<file path="config.mk">
export PLATFORM = sky130hd
export DESIGN_NAME = param_delay_pipe_flat
export DESIGN_NICKNAME = d
export VERILOG_FILES = /design/src/rtl/param_delay_pipe_if.sv /design/src/rtl/param_delay_pipe.sv /design/src/flat_wrapper.sv
export SDC_FILE = /design/constraint.sdc
export NUM_CORES = 1
export LEC_CHECK = 0
export ABC_AREA = 1
export CAP_MARGIN = 5
export CORE_ASPECT_RATIO = 0.6
export CORE_UTILIZATION = 60
export CTS_CLUSTER_SIZE = 16
export DETAILED_ROUTE_END_ITERATION = 8
export PLACE_DENSITY = 0.9
export SLEW_MARGIN = 10
export SYNTH_ARGS = -nofsm -noshare
export SYNTH_HDL_FRONTEND = slang
export SYNTH_SLANG_ARGS = --single-unit
</file>
<file path="constraint.sdc">
create_clock -name clk -period 3.4 [get_ports clk]
set_input_delay 0.85 -clock clk [delete_from_list [all_inputs] [get_ports clk]]
set_output_delay 0.85 -clock clk [all_outputs]
set_load 0.1 [all_outputs]
</file>
<file path="src/rtl/param_delay_pipe_if.sv">
// Bundles the datapath/control signals of param_delay_pipe.
// The master drives the request side; the slave (the pipe) drives the results.
interface param_delay_pipe_if #(
  parameter int unsigned WIDTH = 8,
  parameter int unsigned LANES = 4,
  parameter int unsigned SEL_W = 4
);
  logic                   en;
  logic                   flush;
  logic [SEL_W-1:0]       dly_sel;
  logic                   rev;
  logic [LANES*WIDTH-1:0] d;
  logic                   d_valid;
  logic [LANES*WIDTH-1:0] q;
  logic                   q_valid;
  logic                   cfg_err;

  modport master (
    output en, flush, dly_sel, rev, d, d_valid,
    input  q, q_valid, cfg_err
  );

  modport slave (
    input  en, flush, dly_sel, rev, d, d_valid,
    output q, q_valid, cfg_err
  );
endinterface

</file>
<file path="src/rtl/param_delay_pipe.sv">
// Run-time selectable delay line (0..MAX_DELAY cycles) for a multi-lane word plus valid.
// Supports stall, flush, output bit reversal per lane and a sticky config-error flag.
module param_delay_pipe #(
  parameter int unsigned WIDTH     = 8,
  parameter int unsigned LANES     = 4,
  parameter int unsigned MAX_DELAY = 8,
  parameter int unsigned SEL_W     = 4
) (
  input logic              clk,
  input logic              reset_n,
  param_delay_pipe_if.slave bus
);

  localparam int unsigned DW = LANES * WIDTH;

  logic [DW-1:0]        data_q [MAX_DELAY];
  logic [MAX_DELAY-1:0] valid_q;
  logic [SEL_W-1:0]     prev_l_q;
  logic                 cfg_err_q;

  logic [SEL_W-1:0]     cur_l;
  logic                 over_max;
  logic                 clear;
  logic [DW-1:0]        raw_data;
  logic                 raw_valid;

  // Saturate the requested delay and detect any change of effective delay.
  always_comb begin
    over_max = (bus.dly_sel > SEL_W'(MAX_DELAY));
    cur_l    = over_max ? SEL_W'(MAX_DELAY) : bus.dly_sel;
    // A delay change invalidates in-flight words so none is duplicated or skipped.
    clear    = bus.flush || (cur_l != prev_l_q);
  end

  // Previous-delay tracker and sticky error flag; both update regardless of en.
  always_ff @(posedge clk or negedge reset_n) begin
    if (!reset_n) begin
      prev_l_q  <= '0;
      cfg_err_q <= 1'b0;
    end else begin
      prev_l_q <= cur_l;
      if (over_max) begin
        cfg_err_q <= 1'b1;
      end
    end
  end

  // Storage stages: clear beats shift; clear applies even while stalled.
  always_ff @(posedge clk or negedge reset_n) begin
    if (!reset_n) begin
      for (int i = 0; i < int'(MAX_DELAY); i++) begin
        data_q[i] <= '0;
      end
      valid_q <= '0;
    end else if (clear) begin
      valid_q <= '0;
    end else if (bus.en) begin
      data_q[0]  <= bus.d;
      valid_q[0] <= bus.d_valid;
      for (int i = 1; i < int'(MAX_DELAY); i++) begin
        data_q[i]  <= data_q[i-1];
        valid_q[i] <= valid_q[i-1];
      end
    end
  end

  // Output select: bypass at L=0, otherwise stage L-1 (flop outputs only).
  always_comb begin
    raw_data  = bus.d;
    raw_valid = bus.d_valid;
    for (int i = 0; i < int'(MAX_DELAY); i++) begin
      if (cur_l == SEL_W'(i + 1)) begin
        raw_data  = data_q[i];
        raw_valid = valid_q[i];
      end
    end
  end

  // Per-lane bit reversal happens only here, so stored data is never affected.
  always_comb begin
    bus.q = '0;
    for (int k = 0; k < int'(LANES); k++) begin
      for (int b = 0; b < int'(WIDTH); b++) begin
        bus.q[k*WIDTH + b] = bus.rev ? raw_data[k*WIDTH + WIDTH - 1 - b]
                                     : raw_data[k*WIDTH + b];
      end
    end
    bus.q_valid = raw_valid;
    bus.cfg_err = cfg_err_q;
  end

endmodule

</file>
<file path="src/flat_wrapper.sv">
// flat-port wrapper written by rule: the top's interface ports become plain ports
module param_delay_pipe_flat 
#(
  parameter int unsigned WIDTH     = 8,
  parameter int unsigned LANES     = 4,
  parameter int unsigned MAX_DELAY = 8,
  parameter int unsigned SEL_W     = 4
)
  (clk, reset_n, bus_en, bus_flush, bus_dly_sel, bus_rev, bus_d, bus_d_valid, bus_q, bus_q_valid, bus_cfg_err);
  param_delay_pipe_if #(.WIDTH(WIDTH), .LANES(LANES), .SEL_W(SEL_W)) bus_i ();
  input logic clk;
  input logic reset_n;
  input wire logic [$bits(bus_i.en)-1:0] bus_en;
  input wire logic [$bits(bus_i.flush)-1:0] bus_flush;
  input wire logic [$bits(bus_i.dly_sel)-1:0] bus_dly_sel;
  input wire logic [$bits(bus_i.rev)-1:0] bus_rev;
  input wire logic [$bits(bus_i.d)-1:0] bus_d;
  input wire logic [$bits(bus_i.d_valid)-1:0] bus_d_valid;
  output wire logic [$bits(bus_i.q)-1:0] bus_q;
  output wire logic [$bits(bus_i.q_valid)-1:0] bus_q_valid;
  output wire logic [$bits(bus_i.cfg_err)-1:0] bus_cfg_err;
  assign bus_i.en = bus_en;
  assign bus_i.flush = bus_flush;
  assign bus_i.dly_sel = bus_dly_sel;
  assign bus_i.rev = bus_rev;
  assign bus_i.d = bus_d;
  assign bus_i.d_valid = bus_d_valid;
  assign bus_q = bus_i.q;
  assign bus_q_valid = bus_i.q_valid;
  assign bus_cfg_err = bus_i.cfg_err;
  param_delay_pipe #(.WIDTH(WIDTH), .LANES(LANES), .MAX_DELAY(MAX_DELAY), .SEL_W(SEL_W)) u_core (.clk(clk), .reset_n(reset_n), .bus(bus_i));
endmodule
</file>
==> results of run 1 <==
-- layout make-up --
class                   count  share of cell area
multi-input cells        1176               0.342
clock buffers              37              0.0435
inverters                 243              0.0571
flip-flops and latches    269               0.406
well taps                 279              0.0211
repair buffers            150               0.126
clock inverters             8             0.00415
-- sequential cells by signal (all words and copies together), names as in the netlist --
signal              flops
u_core.bus.cfg_err      1
u_core.valid_q          8
u_core.data_q         256
u_core.prev_l_q         4
-- cells in the mapped netlist, types with 4 or more instances --
library cell  number
clkbuf_1          55
o21ai_0          196
o211ai_1          31
nand2_1          660
inv_2              6
inv_1            236
nand3_1           41
buf_1              4
buf_2             55
o22ai_1            8
o21ai_1          122
dfrtp_1          269
a21oi_1          101
nor2_1             5
-- worst max-delay path, cell delays in order --
cell	delay, ps
buf_12	130
clkinv_8	50
nand4_4	110
buf_12	170
buf_4	150
buf_8	140
o211ai_1	190
nand3_1	140
nand2_1	120
nand2_2	60
nand2_1	50
nand2_1	70
nand2_1	90
nand2_2	60
nand2_1	70
nand2_2	70
buf_12	160
-- where the power goes --
group          switching, W  internal, W
sequential         0.000849      0.00457
clock               0.00124      0.00154
combinational       0.00245      0.00131
total               0.00454      0.00743
-- layer usage --
metal  GRT usage  part of all wire  wire [µm]
met4       0.132             0.038       1420
met2       0.544              0.50      18700
met3      0.0407             0.069       2620
met1       0.410              0.40      14900
met5           0                 0          0
-- timing repair --
| item | 4_1_cts | 5_1_grt |
|---|---|---|
| cloned | 3 | 4 |
| buffers inserted | 4 | 7 |
| pin swaps | 4 | 36 |
| resized for setup | 51 | 119 |
| endpoints found under the setup margin | 33 | 33 |
-- placed cells by master, fill, tap and decap left out, types with 2 or more instances in the layout --
cell / instances
a21oi_2: 2
inv_1: 236
buf_12: 58
buf_6: 6
clkbuf_16: 28
nor2_4: 5
o22ai_1: 8
xor2_1: 2
clkinv_2: 7
clkdlybuf4s50_1: 36
dfrtp_1: 269
a21oi_1: 99
o21ai_0: 166
o21ai_2: 12
nor2_1: 2
o211ai_1: 31
o21ai_1: 140
buf_16: 2
nand2_1: 558
nand3_2: 3
buf_4: 41
inv_6: 3
clkbuf_8: 5
nand2_2: 80
buf_8: 4
clkbuf_1: 7
nand3_1: 38
nand2_4: 23
-- path summary, 6_finish.rpt --
kind,end
min in group clk,u_core.data_q[17]
hold / removal,u_core.data_q[199]
setup reg to reg,u_core.data_q[100]
max in group asynchronous,u_core.data_q[149]
hold reg to reg,u_core.data_q[17]
setup / recovery,bus_q[10]
-- kinds of logic (layout without fill, tap and decap cells) --
logic type	count (synthesis)	after routing
compound gates	458	458
buf+inv	360	438
xor+xnor	3	3
simple gates	715	715
flops	269	269
-- stage by stage --
step | power, W | util
6_report | 0.0120 | 0.773
3_3_place_gp | 0.00869 | 0.707
3_5_place_dp | 0.00891 | 0.707
5_1_grt | 0.0126 | 0.773
4_1_cts | 0.0118 | 0.755
2_1_floorplan | 0.00765 | -
==> metrics.cfg, run 1 <==
[status]
status = finished, violations left
violations = setup timing

[worst_setup_path]
crit_start = bus_dly_sel[3]
end_kind = output pin
path_max_fanout = 8
r2r-start = u_core.prev_l_q[3]
cp.arrival_ps = 2700
critical_path_class = in -> out
worstSetupStartpointType = input port
rrSetupSlack_ps = 1390
worstPathRequired_ps = 2550
reg2regPathDepth = 8

[placement]
placed_area_um2 = 15200
dp_hpwl_um = 21600
place.gp.congestion = 0.887
dpl_worst_slack_ps = -550
placed_cells = 2100
portBuffers = 75

[grt]
gr-total-overflow = 0
track_usage = 0.318
grt_pass1_vias = 12400
antenna_found_initial = 0
grt_max_degree = 87
grt_pass1_wl_um = 59900

[detailed_routing]
drt_iter0_markers = 1420
drc = 0
drtAntennaViolNets = 0
vias_per_cell = 5.82
wl_per_cell_um = 17.4
dr.pass1.iters = 5
wl_um = 37700
vias = 12600

[floorplan]
die_y_um = 118
dieWidth_um = 195
rows = 41
die_area_um2 = 22900
initial_utilization = 0.623
core_area_um2 = 21400
boundaryPins = 76

[final_layout]
layoutNonFillerInstCount = 2162
syn2layout_area_growth_pct = 24.1
seq_area_um2 = 6730
n_antenna_cell = 0
nets = 1907
fin_area_um2 = 16600
multiInputGateArea_um2 = 5680
drive_gt1_frac = 0.154
nFillCells = 1383

[timing]
fin_setup_tns_ps = -1160
slew_headroom = 0.532
period_needed_ps = 3550
hold_violations = 0
finalSetupViolCount = 26
fin_crit_sh = 1.04
drv_slew = 0
tightest_slew_ps = 703
setup_slack_ps = -146
hold-worst-slack_ps = 314
rsz0062_at_grt = true
clock_skew_ps = 12.0
max_freq_ghz = 0.282

[clock_tree]
root_buffer = clkbuf_16
cts_hold_buf = 0
cts.sinks = 269
cts_buffer_depth = 3
cts_max_level = 1
cts_buffers = 25
insertion_delay_ps = 530
clk_pin_slew_ps = 60
cts_tree = built

[power]
powerDensity_nw_per_um2 = 722
power.leakage_nw = 8.11
max-vdd-ir-drop_mv = 0.516

[job]
drv_cap = 0

[min_path]
min_path_type = in -> async

[yosys]
ys_types = 27
synth_top_area_share = 0.504
synth_warnings = 0
syn-num-nets = 1847
synth-simple-area-share = 0.209
synth-edff-count = 0
async_flop_share = 1.00
syn_avg_cell_area_um2 = 7.40
muxShareOfSynthArea = 0
synth_area_um2 = 13400
synth_flop_cell = dfrtp_1
synth_top_family_by_area = simple AND/OR/NAND/NOR gates
synth-compound-area-share = 0.178
synth_area_leaders = dfrtp_1 50%, nand2_1 19%, o21ai_0 7.3%
synth_fa_ha_area_frac = 0
synth-xor-area-share = 0.00197
synth.yosys.seq_area_share = 0.504
synth_cells = 1805
ys_ff_latch = 269
yosysTopAreaCell = dfrtp_1

Power figures use the tool's default switching activity.
==> run 2: changes to the inputs <==
--- a/config.mk
+++ b/config.mk
@@ -8,10 +8,10 @@
 export ABC_AREA = 1
 export CAP_MARGIN = 5
 export CORE_ASPECT_RATIO = 0.6
-export CORE_UTILIZATION = 60
+export CORE_UTILIZATION = 45
 export CTS_CLUSTER_SIZE = 16
 export DETAILED_ROUTE_END_ITERATION = 8
-export PLACE_DENSITY = 0.9
+export PLACE_DENSITY = 0.73
 export SLEW_MARGIN = 10
 export SYNTH_ARGS = -nofsm -noshare
 export SYNTH_HDL_FRONTEND = slang
==> constraint.sdc (replaced) <==
create_clock -name clk -period 3.6 [get_ports clk]
set_input_delay 0.9 -clock clk [delete_from_list [all_inputs] [get_ports clk]]
set_output_delay 0.9 -clock clk [all_outputs]
set_load 0.1 [all_outputs]
==> metrics.cfg, run 2 (same netlist as run 1, synthesis figures left out) <==
[grt]
track_usage = 0.230  ; was 0.318
grt_max_degree = 83  ; was 87
grt_pass1_wl_um = 57200  ; was 59,900 µm
antenna_found_initial = 0  ; unchanged
gr-total-overflow = 0  ; unchanged
grt_pass1_vias = 11900  ; was 12,400

[power]
power_w = 0.0112  ; was 0.0120 W
switchingPower_w = 0.00409  ; was 0.00454 W
internal_power_w = 0.00714  ; was 0.00743 W
power.leakage_nw = 8.16  ; was 8.11 nW
max-vdd-ir-drop_mv = 0.381  ; was 0.516 mV
power_frac_clock = 0.248  ; was 0.233
powerDensity_nw_per_um2 = 670  ; was 722 nW/µm²
pwr-share-comb = 0.302  ; was 0.314
switching_share = 0.364  ; was 0.379
seq_power_share = 0.450  ; was 0.453

[clock_tree]
root_buffer = clkbuf_16  ; unchanged
insertion_delay_ps = 550  ; was 530 ps
clk_pin_slew_ps = 60  ; about the same
cts.sinks = 269  ; unchanged
cts_max_level = 1  ; unchanged
cts_buffers = 25  ; unchanged
cts_buffer_depth = 3  ; unchanged
cts_tree = built  ; unchanged

[final_layout]
nFillCells = 2616  ; was 1,383
largest_register_ffs = 256  ; unchanged
final_common_cell = nand2_1  ; unchanged
reg.largest.list = u_core.data_q: 256 flops, u_core.valid_q: 8 flops, u_core.prev_l_q: 4 flops  ; unchanged
nets = 1922  ; was 1,907
drive_gt1_frac = 0.147  ; was 0.154
fin_area_um2 = 16800  ; was 16,600 µm²
mostFrequentLayoutCells = 576 x nand2_1, 269 x dfrtp_1, 236 x inv_1, 180 x o21ai_0, 136 x o21ai_1  ; was 558 x nand2_1, 269 x dfrtp_1, 236 x inv_1, 166 x o21ai_0, 140 x o21ai_1
largest-register = u_core.data_q  ; unchanged
n_antenna_cell = 0  ; unchanged
fin_util = 0.579  ; was 0.773
syn2layout_area_growth_pct = 25.5  ; was 24.1%

[worst_setup_path]
critical_path_class = in -> out  ; unchanged
end_kind = output pin  ; unchanged
worstSetupStartpointType = input port  ; unchanged
reg2regPathDepth = 9  ; was 8
cp.arrival_ps = 2700  ; about the same
path_max_fanout = 7  ; was 8
worstPathRequired_ps = 2700  ; was 2550 ps

[timing]
fin_crit_sh = 1.00
slew_headroom = 0.555  ; was 0.532
hold_violations = 0  ; unchanged
max_freq_ghz = 0.278
clock_skew_ps = 20.1  ; was 12.0 ps
finalSetupViolCount = 1  ; was 26
setup_slack_ps = -0.395  ; was -146 ps
hold-worst-slack_ps = 330  ; was 314 ps
fin_setup_tns_ps = -0.395  ; was -1160 ps
tightest_slew_ps = 667  ; was 703 ps
rsz0062_at_grt = true  ; unchanged
period_needed_ps = 3600
drv_slew = 0  ; unchanged

[floorplan]
die_y_um = 135  ; was 118 µm
initial_utilization = 0.462  ; was 0.623
boundaryPins = 76  ; unchanged
die_area_um2 = 30400  ; was 22,900 µm²
rows = 48  ; was 41
core_area_um2 = 28900  ; was 21,400 µm²
dieWidth_um = 224  ; was 195 µm

[status]
status = finished, violations left  ; unchanged
violations = setup timing  ; unchanged

[detailed_routing]
vias = 11800  ; was 12,600
wl_per_cell_um = 15.0  ; was 17.4 µm
drtAntennaViolNets = 0  ; unchanged
drt_iter0_markers = 799  ; was 1,420
dr.pass1.iters = 5  ; unchanged
drc = 0  ; unchanged
wl_um = 34600  ; was 37,700 µm
vias_per_cell = 5.15  ; was 5.82

[min_path]
min_path_type = in -> async  ; unchanged

[placement]
dp_hpwl_um = 22300  ; was 21,600 µm
place.gp.congestion = 0.852  ; was 0.887
portBuffers = 75  ; unchanged
placed_area_um2 = 15400  ; was 15,200 µm²

[job]
drv_cap = 0  ; unchanged

-- run 2: layout make-up --
cell class              instances  area [µm²]  share of cell area
well taps                     400         500              0.0298
clock buffers                  36         717              0.0427
flip-flops and latches        269        6730               0.401
clock inverters                10         135             0.00806
inverters                     243         930              0.0554
repair buffers                165        2280               0.136
multi-input cells            1176        5480               0.327
-- run 2: power groups by stage --
stage / sequential, W / clock [W] / combinational (W)
2_1_floorplan: 0.00488 / 0 / 0.00230
3_3_place_gp: 0.00503 / 0 / 0.00320
3_5_place_dp: 0.00507 / 0 / 0.00330
4_1_cts: 0.00504 / 0.00284 / 0.00336
5_1_grt: 0.00521 / 0.00293 / 0.00381
6_report: 0.00506 / 0.00278 / 0.00339
-- run 2: worst paths after layout --
check                                      to  slack [ps]          startpoint
setup / recovery                    bus_q[24]        -0.4      bus_dly_sel[1]
hold / removal             u_core.data_q[196]         330             reset_n
setup reg to reg            u_core.data_q[45]        1620  u_core.prev_l_q[3]
hold reg to reg            u_core.bus.cfg_err         470  u_core.bus.cfg_err
max in group asynchronous   u_core.data_q[25]        2450             reset_n
min in group clk           u_core.bus.cfg_err         470  u_core.bus.cfg_err
-- run 2: worst max-delay path, cell delays in order --
cell      delay, ps
buf_8           100
inv_4            50
buf_6            80
nand4_4          70
buf_12          160
buf_12          140
buf_12          140
o211ai_1        210
nand3_1         140
nand2_1          80
nand2_1          60
nand2_2          70
nand2_2          40
nand2_1          50
nand2_1          70
nand2_1          70
nand2_2          70
buf_12          170
-- run 2: repair_timing --
item / CTS / global route
setup endpoints to repair: 33 / 32
setup buffers: 9 / 1
gates resized for setup: 37 / 77
cloned: 4 / 4
hold buffers: 0 / 0
pin swaps: 12 / 43
-- run 2: per-layer routing --
metal / GRT usage / vias up / wire, µm
met1: 0.298 / 5718 / 15400
met2: 0.402 / 251 / 17000
met4: 0.0627 / 0 / 745
met3: 0.0371 / 53 / 1530
met5: 0 / - / 0
li1: - / 5823 / -
-- run 2: through the flow --
step	worst slack, ps	cells
global placement	-376	2235
CTS	9.92	2294
finish	-0.395	2299
floorplan	69.8	1805
global route	-109	2299
detailed placement	-425	2235
==> run 3: changes to the inputs <==
--- a/config.mk
+++ b/config.mk
@@ -12,7 +12,8 @@
 export CTS_CLUSTER_SIZE = 16
 export DETAILED_ROUTE_END_ITERATION = 8
 export PLACE_DENSITY = 0.73
-export SLEW_MARGIN = 10
+export RECOVER_POWER = 50
+export SKIP_CTS_REPAIR_TIMING = 1
 export SYNTH_ARGS = -nofsm -noshare
 export SYNTH_HDL_FRONTEND = slang
 export SYNTH_SLANG_ARGS = --single-unit
==> metrics.cfg, run 3 (same netlist as run 1, synthesis figures left out) <==
[status]
status = completed  ; was finished, violations left

[final_layout]
largest-register = u_core.data_q  ; unchanged
nets = 1920  ; was 1,922
reg.largest.list = u_core.data_q: 256 flops, u_core.valid_q: 8 flops, u_core.prev_l_q: 4 flops  ; unchanged
final_common_cell = nand2_1  ; unchanged
n_antenna_cell = 0  ; unchanged
layoutNonFillerInstCount = 2297  ; was 2,299
fin_area_um2 = 16700  ; was 16,800 µm²
largest_register_ffs = 256  ; unchanged
mostFrequentLayoutCells = 596 x nand2_1, 269 x dfrtp_1, 235 x inv_1, 166 x o21ai_0, 141 x o21ai_1  ; was 576 x nand2_1, 269 x dfrtp_1, 236 x inv_1, 180 x o21ai_0, 136 x o21ai_1
syn2layout_area_growth_pct = 25.3  ; was 25.5%
drive_gt1_frac = 0.140  ; was 0.147

[grt]
grt_pass1_vias = 11700  ; was 11,900
grt_pass1_wl_um = 55800  ; was 57,200 µm
antenna_found_initial = 0  ; unchanged
track_usage = 0.223  ; was 0.230
grt_max_degree = 83  ; unchanged
gr-total-overflow = 0  ; unchanged

[floorplan]
rows = 48  ; unchanged
die_y_um = 135  ; unchanged
boundaryPins = 76  ; unchanged
dieWidth_um = 224  ; unchanged
die_area_um2 = 30400  ; unchanged
core_area_um2 = 28900  ; unchanged
initial_utilization = 0.462  ; unchanged

[timing]
hold_violations = 0  ; unchanged
max_freq_ghz = 0.282  ; was 0.278 GHz
fin_crit_sh = 0.986  ; was 1.00
finalSetupViolCount = 0  ; was 1
drv_slew = 0  ; unchanged
rsz0062_at_grt = true  ; unchanged
slew_headroom = 0.549  ; was 0.555
tightest_slew_ps = 676  ; was 667 ps
period_needed_ps = 3550  ; was 3600 ps
fin_setup_tns_ps = 0  ; was -0.395 ps
clock_skew_ps = 18.6  ; was 20.1 ps

[detailed_routing]
vias = 11800  ; about the same
wl_um = 34600  ; about the same
drc = 0  ; unchanged
vias_per_cell = 5.14  ; was 5.15
drt_iter0_markers = 924  ; was 799
dr.pass1.iters = 5  ; unchanged
wl_per_cell_um = 15.1  ; was 15.0 µm
drtAntennaViolNets = 0  ; unchanged

[job]
drv_cap = 0  ; unchanged

[clock_tree]
root_buffer = clkbuf_16  ; unchanged
cts_tree = built  ; unchanged
insertion_delay_ps = 550  ; about the same
cts.sinks = 269  ; unchanged
cts_buffers = 25  ; unchanged
clk_pin_slew_ps = 60  ; about the same
cts_max_level = 1  ; unchanged
cts_buffer_depth = 3  ; unchanged

[placement]
dp_hpwl_um = 22300  ; unchanged
place.gp.congestion = 0.852  ; unchanged
portBuffers = 75  ; unchanged
placed_cells = 2235  ; unchanged
placed_area_um2 = 15400  ; unchanged

[power]
max-vdd-ir-drop_mv = 0.382  ; was 0.381 mV
powerDensity_nw_per_um2 = 670  ; about the same
power.leakage_nw = 8.18  ; was 8.16 nW

[min_path]
min_path_type = in -> async  ; unchanged

[worst_setup_path]
end_kind = output pin  ; unchanged
path_max_fanout = 9  ; was 7
worstPathRequired_ps = 2700  ; about the same
critical_path_class = in -> out  ; unchanged
worstSetupStartpointType = input port  ; unchanged
cp.arrival_ps = 2650  ; was 2700 ps

run 3: power breakdown:
group	internal [W]	leakage, nW	switching, W	total, W
Combinational	0.00121	4.45	0.00216	0.00337
Sequential	0.00432	3.32	0.000754	0.00507
Clock	0.00160	0.418	0.00117	0.00278
Total	0.00713	8.18	0.00409	0.0112
run 3: path summary, 6_finish.rpt:
check / startpoint / slack [ps] / depth (start not counted) / endpoint
setup / recovery: bus_dly_sel[1] / 50 / 18 / bus_q[30]
hold / removal: reset_n / 330 / 1 / u_core.data_q[196]
setup reg to reg: u_core.prev_l_q[3] / 1640 / 9 / u_core.data_q[45]
hold reg to reg: u_core.bus.cfg_err / 470 / 1 / u_core.bus.cfg_err
max in group asynchronous: reset_n / 2440 / 2 / u_core.data_q[25]
min in group clk: u_core.bus.cfg_err / 470 / 1 / u_core.bus.cfg_err
run 3: worst max-delay path: stages:
cell and delay (ps):
buf_4 120, inv_4 60, nor2_8 140, nand2_4 70, nor2_4 190, inv_8 100
clkbuf_16 180, o21ai_2 130, inv_1 70, nand2_2 80, nand2_1 50, nand2_1 60
nand2_1 50, nand2_1 70, nand2_2 60, nand2_1 70, nand2_2 80, buf_12 170
run 3: cell type report:
cell class | instances | area [µm²]
tap | 400 | 500
multi-input combinational | 1176 | 5470
inverter | 243 | 935
clock inverter | 10 | 135
clock buffer | 36 | 717
fill | 2599 | 12200
timing repair buffer | 163 | 2250
sequential | 269 | 6730
run 3: metal layers:
metal / wire length (µm) / part of all wire / global-route usage
met2: 16800 / 0.49 / 0.393
met3: 1450 / 0.042 / 0.0325
met5: 0 / 0 / 0
met4: 644 / 0.019 / 0.0548
met1: 15700 / 0.45 / 0.291
run 3: through the flow:
stage	setup slack (ps)	power (W)	hold slack (ps)	util
finish	52.0	0.0112	330	0.578
global route	-69.2	0.0119	368	0.578
CTS	-442	0.0112	348	0.561
detailed placement	-425	0.00837	460	0.532
global placement	-376	0.00822	454	0.532
floorplan	69.8	0.00718	453	-
